$ cat src/rtl/fifo_rr_controller.sv
// Round-robin write arbiter and pop sequencer in front of a single-clock FIFO.
// Occupancy is tracked locally so the FIFO never sees an overflow or an underflow.
module fifo_rr_controller #(
  parameter int N_REQ = 4,
  parameter int WIDTH = 8,
  parameter int DEPTH = 256,
  parameter int LVLW  = 9
) (
  input  logic                   clk,
  input  logic                   reset,
  input  logic [N_REQ-1:0]       req,
  input  logic [N_REQ*WIDTH-1:0] wdata,
  output logic [N_REQ-1:0]       ack,
  input  logic                   pop,
  output logic                   pop_ack,
  output logic [WIDTH-1:0]       rd_data,
  output logic                   rd_valid,
  output logic                   fifo_write_req,
  output logic [WIDTH-1:0]       fifo_write_data,
  output logic                   fifo_read_req,
  input  logic [WIDTH-1:0]       fifo_read_data,
  input  logic                   fifo_full,
  input  logic                   fifo_empty,
  output logic [LVLW-1:0]        level,
  output logic                   err
);

  localparam int GW = (N_REQ > 1) ? $clog2(N_REQ) : 1;
  localparam logic [LVLW-1:0] DEPTH_L = LVLW'(DEPTH);

  logic [GW-1:0]    last_grant;
  logic [GW-1:0]    grant;
  logic             found;
  logic             space;
  logic             wr_acc;
  logic [WIDTH-1:0] slice [N_REQ];
  logic             flags_bad;

  // NOTE: every signal assigned in always_comb gets a default first so no path
  // leaves it unassigned, which would otherwise infer a latch.
  always_comb begin
    grant = '0;
    found = 1'b0;
    for (int k = 1; k <= N_REQ; k++) begin
      logic [GW-1:0] idx;
      idx = GW'((int'(last_grant) + k) % N_REQ);
      if (!found && req[idx]) begin
        found = 1'b1;
        grant = idx;
      end
    end
  end

  always_comb begin
    for (int i = 0; i < N_REQ; i++) begin
      slice[i] = wdata[i*WIDTH +: WIDTH];
    end
  end

  // A pop in this cycle does not free space until level has been updated.
  assign space   = (level < DEPTH_L);
  assign wr_acc  = found && space;
  assign ack     = wr_acc ? (N_REQ'(1) << grant) : '0;
  assign pop_ack = pop && (level != '0);
  assign rd_data = fifo_read_data;

  // Flags are only meaningful against level when no strobe is still in flight.
  assign flags_bad = !fifo_write_req && !fifo_read_req &&
                     ((fifo_empty != (level == '0)) || (fifo_full != (level == DEPTH_L)));

  // NOTE: sequential state uses non-blocking assignments so every register
  // samples the pre-edge values, independent of statement order.
  always_ff @(posedge clk or negedge reset) begin
    if (!reset) begin
      last_grant      <= GW'(N_REQ - 1);
      fifo_write_req  <= 1'b0;
      fifo_write_data <= '0;
      fifo_read_req   <= 1'b0;
      rd_valid        <= 1'b0;
      level           <= '0;
      err             <= 1'b0;
    end else begin
      fifo_write_req <= wr_acc;
      if (wr_acc) begin
        fifo_write_data <= slice[grant];
        last_grant      <= grant;
      end
      fifo_read_req <= pop_ack;
      rd_valid      <= fifo_read_req;
      case ({wr_acc, pop_ack})
        2'b10:   level <= level + 1'b1;
        2'b01:   level <= level - 1'b1;
        default: level <= level;
      endcase
      if (flags_bad) err <= 1'b1;
    end
  end

endmodule

$ cat config.mk
export PLATFORM = sky130hd
export DESIGN_NAME = fifo_rr_controller
export DESIGN_NICKNAME = d
export VERILOG_FILES = /design/src/rtl/fifo_rr_controller.sv
export SDC_FILE = /design/constraint.sdc
export NUM_CORES = 1
export LEC_CHECK = 0
export BUFFER_PORTS_ARGS = -buffer_cell sky130_fd_sc_hd__buf_2
export CORE_ASPECT_RATIO = 1.25
export CORE_MARGIN = 2
export CORE_UTILIZATION = 50
export DETAILED_ROUTE_END_ITERATION = 16
export PLACE_DENSITY_LB_ADDON = 0.25
export SETUP_SLACK_MARGIN = 0.02
export SYNTH_ARGS = -nofsm -noshare
export SYNTH_HDL_FRONTEND = slang
export SYNTH_SLANG_ARGS = --single-unit
$ cat constraint.sdc
create_clock -name clk -period 7.8 [get_ports clk]
set_input_delay 1.56 -clock clk [delete_from_list [all_inputs] [get_ports clk]]
set_output_delay 1.56 -clock clk [all_outputs]
set_load 0.03 [all_outputs]
[After elaboration in Yosys (flattened, before gate mapping)]
Index checks and enable logic that the tools add are counted.
Word-level totals
  input port bits: 49
  word-level logic and storage cells: 63
  bits in registers: 23
Cells by class
  reduce and logical (&&, ||, !) cells: 16
  $add $sub $neg: 6
  shift operators: 1
  order comparisons: 6
  bitwise gates (word level): 1
  mux-type cells: 21
  equality and inequality tests: 5
Operators with widths (number)
  case mux 9 bit (2 select lines): 1
  binary-select mux 8 bit (select 2 bit): 1
  2-to-1 mux 8 bit: 2
  less-than comparator 2 x 3 -> 1 bit (second input constant): 4
  adder 9 x 1 -> 9 bit (second input constant): 1
  equality test 9 bit (second input constant): 1
  zero test 9 bit: 1
  less-than comparator 9 bit (second input constant): 1
  nonzero test 9 bit: 1
  subtractor 9 x 1 -> 9 bit (second input constant): 1
  binary-select mux 1 bit (select 2 bit): 4
  2-to-1 mux 1 bit: 8
  2-to-1 mux 2 bit: 4
  logical AND 1 bit: 7
  zero test 1 bit: 5
  adder 2 x 1 -> 2 bit (second input constant): 2
  adder 2 bit (second input constant): 2
  2-to-1 mux 4 bit: 1
  << shifter 1 x 2 -> 4 bit (first input constant): 1
  greater-or-equal comparator 3 bit (second input constant): 1
  inverter 2 -> 3 bit: 1
  equality test 2 x 1 -> 1 bit (second input constant): 1
  equality test 2 bit (second input constant): 1
  != test 1 bit: 2
  other kinds (2): 2

[Depth between registers and ports, before layout]
Gate-level depths: netlist (run 1).
  depth in word-level cells: 17
  depth in mapped cells: 14
  mapped depth without buffers: 11

[Worst setup path after synthesis (run 1)]
Ideal clock, no wire load.
  path kind: input-to-reg
  start: input req[1]
  end: register level[8]
  required time: 7665 ps
  arrival time: 4510 ps
  library setup time: 135 ps
  path slack: 3156 ps
  stages on the path: 13
  cells stage by stage: nor4_1 > or2_1 > clkbuf_1 > ha_1 > clkbuf_1 > clkbuf_1 > xor2_1 > ha_1 > nor4_2 > nor4_4 > nor2b_4 > or4_4 > xnor2_2
Between the ends
  longest elaborated chain between the ends: 15
Ends and longest elaborated chain
  start: declaration: RTL line 11  | input logic [N_REQ-1:0] req,
  binary-select mux 1 bit (select 2 bit): RTL line 47  | if (!found && req[idx]) begin
  2-to-1 mux 1 bit (not written as such): RTL line 47
  2-to-1 mux 1 bit: RTL line 47
  zero test 1 bit: RTL line 47
  logical AND 1 bit: RTL line 47
  2-to-1 mux 1 bit: RTL line 47
  zero test 1 bit: RTL line 47
  logical AND 1 bit: RTL line 47
  2-to-1 mux 1 bit: RTL line 47
  zero test 1 bit: RTL line 47
  logical AND 1 bit: RTL line 47
  2-to-1 mux 1 bit *: RTL line 47
  logical AND 1 bit *: RTL line 62  | assign wr_acc = found && space;
  equality test 2 x 1 -> 1 bit / equality test 2 bit (equally long branches): RTL line 90  | case ({wr_acc, pop_ack})
  case mux 9 bit (2 select lines) / nonzero test 2 bit (equally long branches)
  end signal: assignment: RTL line 91  | 2'b10: level <= level + 1'b1;
  end signal: assignment: RTL line 92  | 2'b01: level <= level - 1'b1;
  end signal: assignment: RTL line 93  | default: level <= level;
  end: declaration: RTL line 24  | output logic [LVLW-1:0] level,
Mark *: on every way between the ends. The rest lies on a longest branch, timed or not. The select of a mux whose other input is x is not followed.
A chain may end at the register's enable or synchronous reset.

[Final worst setup path (run 1)]
  start: input req[0]
  end: output ack[3]
Between the ends
  longest elaborated chain between the ends: 14
Ends and longest elaborated chain
  binary-select mux 1 bit (select 2 bit): RTL line 47
  2-to-1 mux 1 bit (not written as such): RTL line 47
  2-to-1 mux 1 bit: RTL line 47
  zero test 1 bit: RTL line 47
  logical AND 1 bit: RTL line 47
  2-to-1 mux 1 bit: RTL line 47
  zero test 1 bit: RTL line 47
  logical AND 1 bit: RTL line 47
  2-to-1 mux 1 bit: RTL line 47
  zero test 1 bit: RTL line 47
  logical AND 1 bit: RTL line 47
  2-to-1 mux 1 bit *: RTL line 47
  logical AND 1 bit *: RTL line 62
  via wr_acc: RTL line 35  | logic wr_acc;
  2-to-1 mux 4 bit *: RTL line 63  | assign ack = wr_acc ? (N_REQ'(1) << grant) : '0;
  end: declaration: RTL line 13  | output logic [N_REQ-1:0] ack,
The timed path passes the listed nets; every way through them passes the cells marked *. The select of a mux whose other input is x is not followed.

==> qor.yml, run 1 <==
timing:
  relSlewSlack_pct: 52.1
  min_period_ps: 4640
  fin_setup_tns_ps: 0
  worstMarginPinSlew_ps: 718
  rsz0062_at_grt: "no"
  fmax_mhz: 215
  fin_skew_ps: 0.875
  timing.final.max_slew_violations: 0
  fin_crit_sh_pct: 59.5
  setup_violations: 0
  hold_violations: 0
clock_network:
  cts.sinks: 23
  numCtsBuffers: 3
  htree_levels: 1
  clk_latency_ps: 260
  hold_buffers: 0
  cts_setup_buffers: 0
  cts.clk_slew.worst_paths_ps: 80
  clockBufferDepth: 2
  clockRootBuffer: "clkbuf_8"
  cts_tree: "done"
  cts_resized: 0
synth:
  syn_area_um2: 1750
  synth_ff_type: "dfrtp_1"
  yosysSeqAreaShare_pct: 33.0
  synth_area_leaders: "dfrtp_1, mux2i_1, o221ai_1, nand2_1, buf_4"
  synth-warning-count: 0
  synth_nets: 240
  synth_edf_count: 0
  ys_types: 50
  yosys.area.top_type: "dfrtp_1"
  ys_ff_latch: 23
  syn_avg_cell_area_um2: 9.30
  async_flop_share_pct: 100
  syn_inst: 188
  synth_top_area_share_pct: 30.0
placed_design:
  gp_congestion: 0.851
  postPlaceCellArea_um2: 1990
  port_buffers: 66
  dp_hpwl_mm: 2.90
  dp.cells: 269
routing:
  num_vias: 1535
  drcViolationCount: 0
  drt_iter0_markers: 113
  via_per_inst: 5.62
  totalWireLength_mm: 3.75
  wl_per_cell_um: 13.7
  dr.pass1.iters: 4
  drt.antenna.violating_nets: 0
worst_setup_path:
  critPathKind: "in -> out"
  startpoint_type: "input pin"
  critPathArrivalTime_ps: 3080
  worstPathRequired_ps: 6240
  path_max_fanout: 14
  end_kind: "primary output"
finish:
  multi_input_area_um2: 1010
  nFillCells: 331
  syn_to_final_growth_pct: 16.2
  fin_cells: 273
  seq_area_um2: 578
  drive_gt1_share_pct: 34.2
  layout_common_cells: "buf_2, dfrtp_1, nand2_1"
  final_area_um2: 2030
  final_common_cell: "buf_2"
  nNetsFinal: 287
  antenna_cells: 0
floorplanning:
  initial_core_util_pct: 51.1
  die_w_um: 56.9
  core-area_um2: 3420
  dieArea_um2: 3990
  die_y_um: 70.1
  rows: 24
  boundaryPins: 83
power_and_ir_drop:
  pwr_density_cell_nw_per_um2: 428
  ir_drop_uv: 267
  leakage_uw: 0.000991
  finalPower_uw: 870
global_routing:
  grt_pass1_vias: 1446
  overflow: 0
  grt_pass1_wl_mm: 6.33
  grt_max_degree: 24
  antenna_found_initial: 0
  grt_usage_pct: 19.3
min_path:
  hold_path_class: "reg -> reg"
status:
  outcome: "finished clean"
run:
  drv_cap: 0
-- power by group --
group / total (µW) / switching (µW) / internal (µW) / leakage, µW
combinational: 527 / 318 / 209 / 0.000698
sequential: 271 / 91.5 / 180 / 0.000267
clock: 71.1 / 35.6 / 35.5 / 0.0000255
total: 870 / 445 / 425 / 0.000991
-- layer usage --
layer | up-vias | wire [µm] | track usage, %
met1 | 720 | 1580 | 23.5
met4 | 0 | 42 | 5.94
met2 | 44 | 1940 | 34.1
li1 | 767 | - | -
met3 | 4 | 188 | 3.52
met5 | - | 0 | 0
-- cell type report --
type | instances | area share [%]
clock inverters | 1 | 0.246
repair buffers | 66 | 16.3
flip-flops and latches | 23 | 28.4
multi-input cells | 136 | 49.7
clock buffers | 3 | 2.03
well taps | 39 | 2.40
inverters | 5 | 0.924
-- worst max-delay path: stages --
cell	delay, ps
buf_2	140
nor4_1	230
or2_1	440
inv_1	140
nand2_1	310
nor2_1	80
buf_2	190
-- worst paths after layout --
check | from | to | slack, ps | depth (start not counted)
worst max-delay path | req[0] | ack[3] | 3160 | 7
worst min-delay path | fifo_read_req$_DFF_PN0_ | rd_valid$_DFF_PN0_ | 410 | 0
worst max register to register | level[4]$_DFFE_PN0P_ | level[8]$_DFFE_PN0P_ | 4010 | 11
worst min register to register | fifo_read_req$_DFF_PN0_ | rd_valid$_DFF_PN0_ | 410 | 0
max in group asynchronous | reset | last_grant[1]$_DFFE_PN1P_ | 6190 | 1
min in group asynchronous | reset | rd_valid$_DFF_PN0_ | 1250 | 1
-- stage by stage --
stage	hold WS (ps)	util, %	worst slack, ps
2_1_floorplan	496	-	3160
6_report	414	59.4	3160
4_1_cts	416	59.4	3130
5_1_grt	437	59.4	2890
3_3_place_gp	384	58.0	3080
3_5_place_dp	397	58.0	3010
-- Yosys cell counts, types with 4 or more instances --
library cell  number
o221ai_1           9
nor2_1            10
clkbuf_1          10
o21ai_0            4
dfrtp_1           21
a21oi_1            8
xor2_1             7
mux2i_1           18
nor2b_1            4
nand2b_1           6
or3_1              4
inv_1              5
buf_4              9
nand2_1           19
-- cells by family (layout without fill, tap and decap cells) --
family                     after synthesis  in the layout  synth area share [%]
adders and majority gates                3              3                  2.15
DFF                                     23             23                  33.0
AOI/OAI and AO/OA                       42             42                  18.6
muxes                                   20             20                  11.6
xor gates and xnor gates                11             11                  5.94
buffers and inverters                   29             75                  9.23
and+or+nand+nor                         60             60                  19.5
-- sequential cells by signal, indices dropped and copies added, names as in the netlist --
name and cells:
err 1, fifo_read_req 1, fifo_write_data 8, fifo_write_req 1, last_grant 2, level 9
rd_valid 1
Note: power is estimated with default switching activity, not from simulation.
==> run 2: changes to the inputs <==
--- a/config.mk
+++ b/config.mk
@@ -8,7 +8,7 @@
 export BUFFER_PORTS_ARGS = -buffer_cell sky130_fd_sc_hd__buf_2
 export CORE_ASPECT_RATIO = 1.25
 export CORE_MARGIN = 2
-export CORE_UTILIZATION = 50
+export CORE_UTILIZATION = 42
 export DETAILED_ROUTE_END_ITERATION = 16
 export PLACE_DENSITY_LB_ADDON = 0.25
 export SETUP_SLACK_MARGIN = 0.02
==> constraint.sdc (replaced) <==
create_clock -name clk -period 3.9 [get_ports clk]
set_input_delay 0.78 -clock clk [delete_from_list [all_inputs] [get_ports clk]]
set_output_delay 0.78 -clock clk [all_outputs]
set_load 0.03 [all_outputs]
==> qor.yml, run 2 (synthesized netlist as in run 1, its figures left out) <==
global_routing:
  grt_pass1_vias: 1455
  overflow: 0
  grt_pass1_wl_mm: 6.44
  antenna_found_initial: 0
  grt_max_degree: 24
  grt_usage_pct: 17.6
power_and_ir_drop:
  pwr_density_cell_nw_per_um2: 855
  p_sw_share_pct: 51.3
  pwr-share-seq_pct: 28.5
  leakage_uw: 0.00101
  p_sw_uw: 917
  ir_drop_uv: 406
  cellInternalPower_uw: 872
  clockPowerShare_pct: 8.3
  power_frac_comb_pct: 63.1
worst_setup_path:
  path_max_fanout: 11
  cp_slowest_cell: "dfrtp_1"
  cpLargestDelayFamily: "simple AND/OR/NAND/NOR gates"
  cp_num_buf_inv: 0
  critPathArrivalTime_ps: 3530
  critPathKind: "reg -> reg"
  r2r_start: "level[1]$_DFFE_PN0P_"
  startpoint_type: "register"
  crit_chain: "or3_1 > nor4_2 > nor2b_2 > ha_1 > xor2_1 > ha_1 > o22ai_1 > nor4_4 > a31oi_1 > or4_4 > xnor2_2"
  r2r_setup_slack_ps: 520
  worst-r2r-cell-count: 11
  critical_path.most_common_cell: "ha_1"
  critPathMaxStageDelay_ps: 510
  r2r_end: "level[8]$_DFFE_PN0P_"
  end_kind: "register"
  worstPathRequired_ps: 4050
routing:
  dr.pass1.iters: 4
  totalWireLength_mm: 4.01
  drcViolationCount: 0
  num_vias: 1576
  via_per_inst: 5.36
  drt.antenna.violating_nets: 0
  drt_iter0_markers: 74
  wl_per_cell_um: 13.6
status:
  outcome: "finished clean"
timing:
  hold_violations: 0
  relSlewSlack_pct: 53.5
  rsz0062_at_grt: "no"
  fin_setup_tns_ps: 0
  fin_skew_ps: 2.40
  fin_crit_sh_pct: 86.5
  min_period_ps: 3380
  worstMarginPinSlew_ps: 697
  holdWs_ps: 408
  fmax_mhz: 296
  timing.final.max_slew_violations: 0
  setup_slack_ps: 525
  setup_violations: 0
clock_network:
  cts_resized: 0
  clk_latency_ps: 260
  cts.sinks: 23
  hold_buffers: 0
  cts_setup_buffers: 0
  clockRootBuffer: "clkbuf_8"
  cts_tree: "done"
  numCtsBuffers: 3
  htree_levels: 1
  clockBufferDepth: 2
  cts.clk_slew.worst_paths_ps: 80
min_path:
  holdPathStages: 0
  hold_path_class: "reg -> reg"
  hp-start: "fifo_read_req$_DFF_PN0_"
  hold_end: "rd_valid$_DFF_PN0_"
run:
  drv_cap: 0
finish:
  final_core_util_pct: 51.9
  drive_gt1_share_pct: 36.1
  final_common_cell: "buf_2"
  seq_area_um2: 578
  regMostFlops: "level"
  multi_input_area_um2: 1020
  syn_to_final_growth_pct: 19.6
  antenna_cells: 0
  fin_cells: 294
  layout_common_cells: "buf_2, dfrtp_1, nand2_1"
  nNetsFinal: 291
  reg.largest.list: "level: 9 flops, fifo_write_data: 8 flops, last_grant: 2 flops"
  largest_register_ffs: 9
  nFillCells: 428
floorplanning:
  core-area_um2: 4030
  initial_core_util_pct: 43.4
  rows: 26
  die_y_um: 76.2
  die_w_um: 61.7
  boundaryPins: 83
  dieArea_um2: 4700
placed_design:
  dp.cells: 290
  port_buffers: 66
  gp_congestion: 0.814
  dp_slack_ps: 540
  dp_hpwl_mm: 3.06
run 2: cell count changes in the layout (fill, tap and decap cells not counted), sizes merged:
cell  delta
buf      +4
run 2: routing by layer:
metal	track usage, %	routed length (µm)
met1	20.7	1680
met2	31.2	2090
met3	2.38	185
met4	5.74	53
met5	0	0
run 2: area by class of cell:
type	instances	area share [%]
Timing Repair Buffer	70	17.2
Tap cell	56	3.35
Multi-Input combinational cell	136	48.7
Inverter	5	0.897
Clock inverter	1	0.239
Sequential cell	23	27.6
Clock buffer	3	1.97
run 2: how the worst max path moves through the flow:
stage / startpoint / endpoint / slack (ps) / depth (start not counted)
2_1_floorplan: level[5]$_DFFE_PN0P_ / level[8]$_DFFE_PN0P_ / 50 / 14
3_3_place_gp: req[0] / level[8]$_DFFE_PN0P_ / 600 / 9
3_5_place_dp: level[5]$_DFFE_PN0P_ / level[8]$_DFFE_PN0P_ / 540 / 10
4_1_cts: level[5]$_DFFE_PN0P_ / level[8]$_DFFE_PN0P_ / 510 / 11
5_1_grt: level[1]$_DFFE_PN0P_ / level[8]$_DFFE_PN0P_ / 280 / 11
6_report: level[1]$_DFFE_PN0P_ / level[8]$_DFFE_PN0P_ / 520 / 11
run 2: per-stage QoR:
step,total power [µW],area [µm²]
3_5_place_dp,1650,2050
2_1_floorplan,1400,1760
3_3_place_gp,1640,2050
5_1_grt,1940,2090
4_1_cts,1800,2090
6_report,1790,2090
run 2: power groups by stage:
stage          registers (µW)  logic, µW  clock network [µW]
2_1_floorplan             633        770                   0
4_1_cts                   509       1140                 153
3_5_place_dp              514       1140                   0
5_1_grt                   534       1240                 160
6_report                  510       1130                 149
3_3_place_gp              513       1130                   0
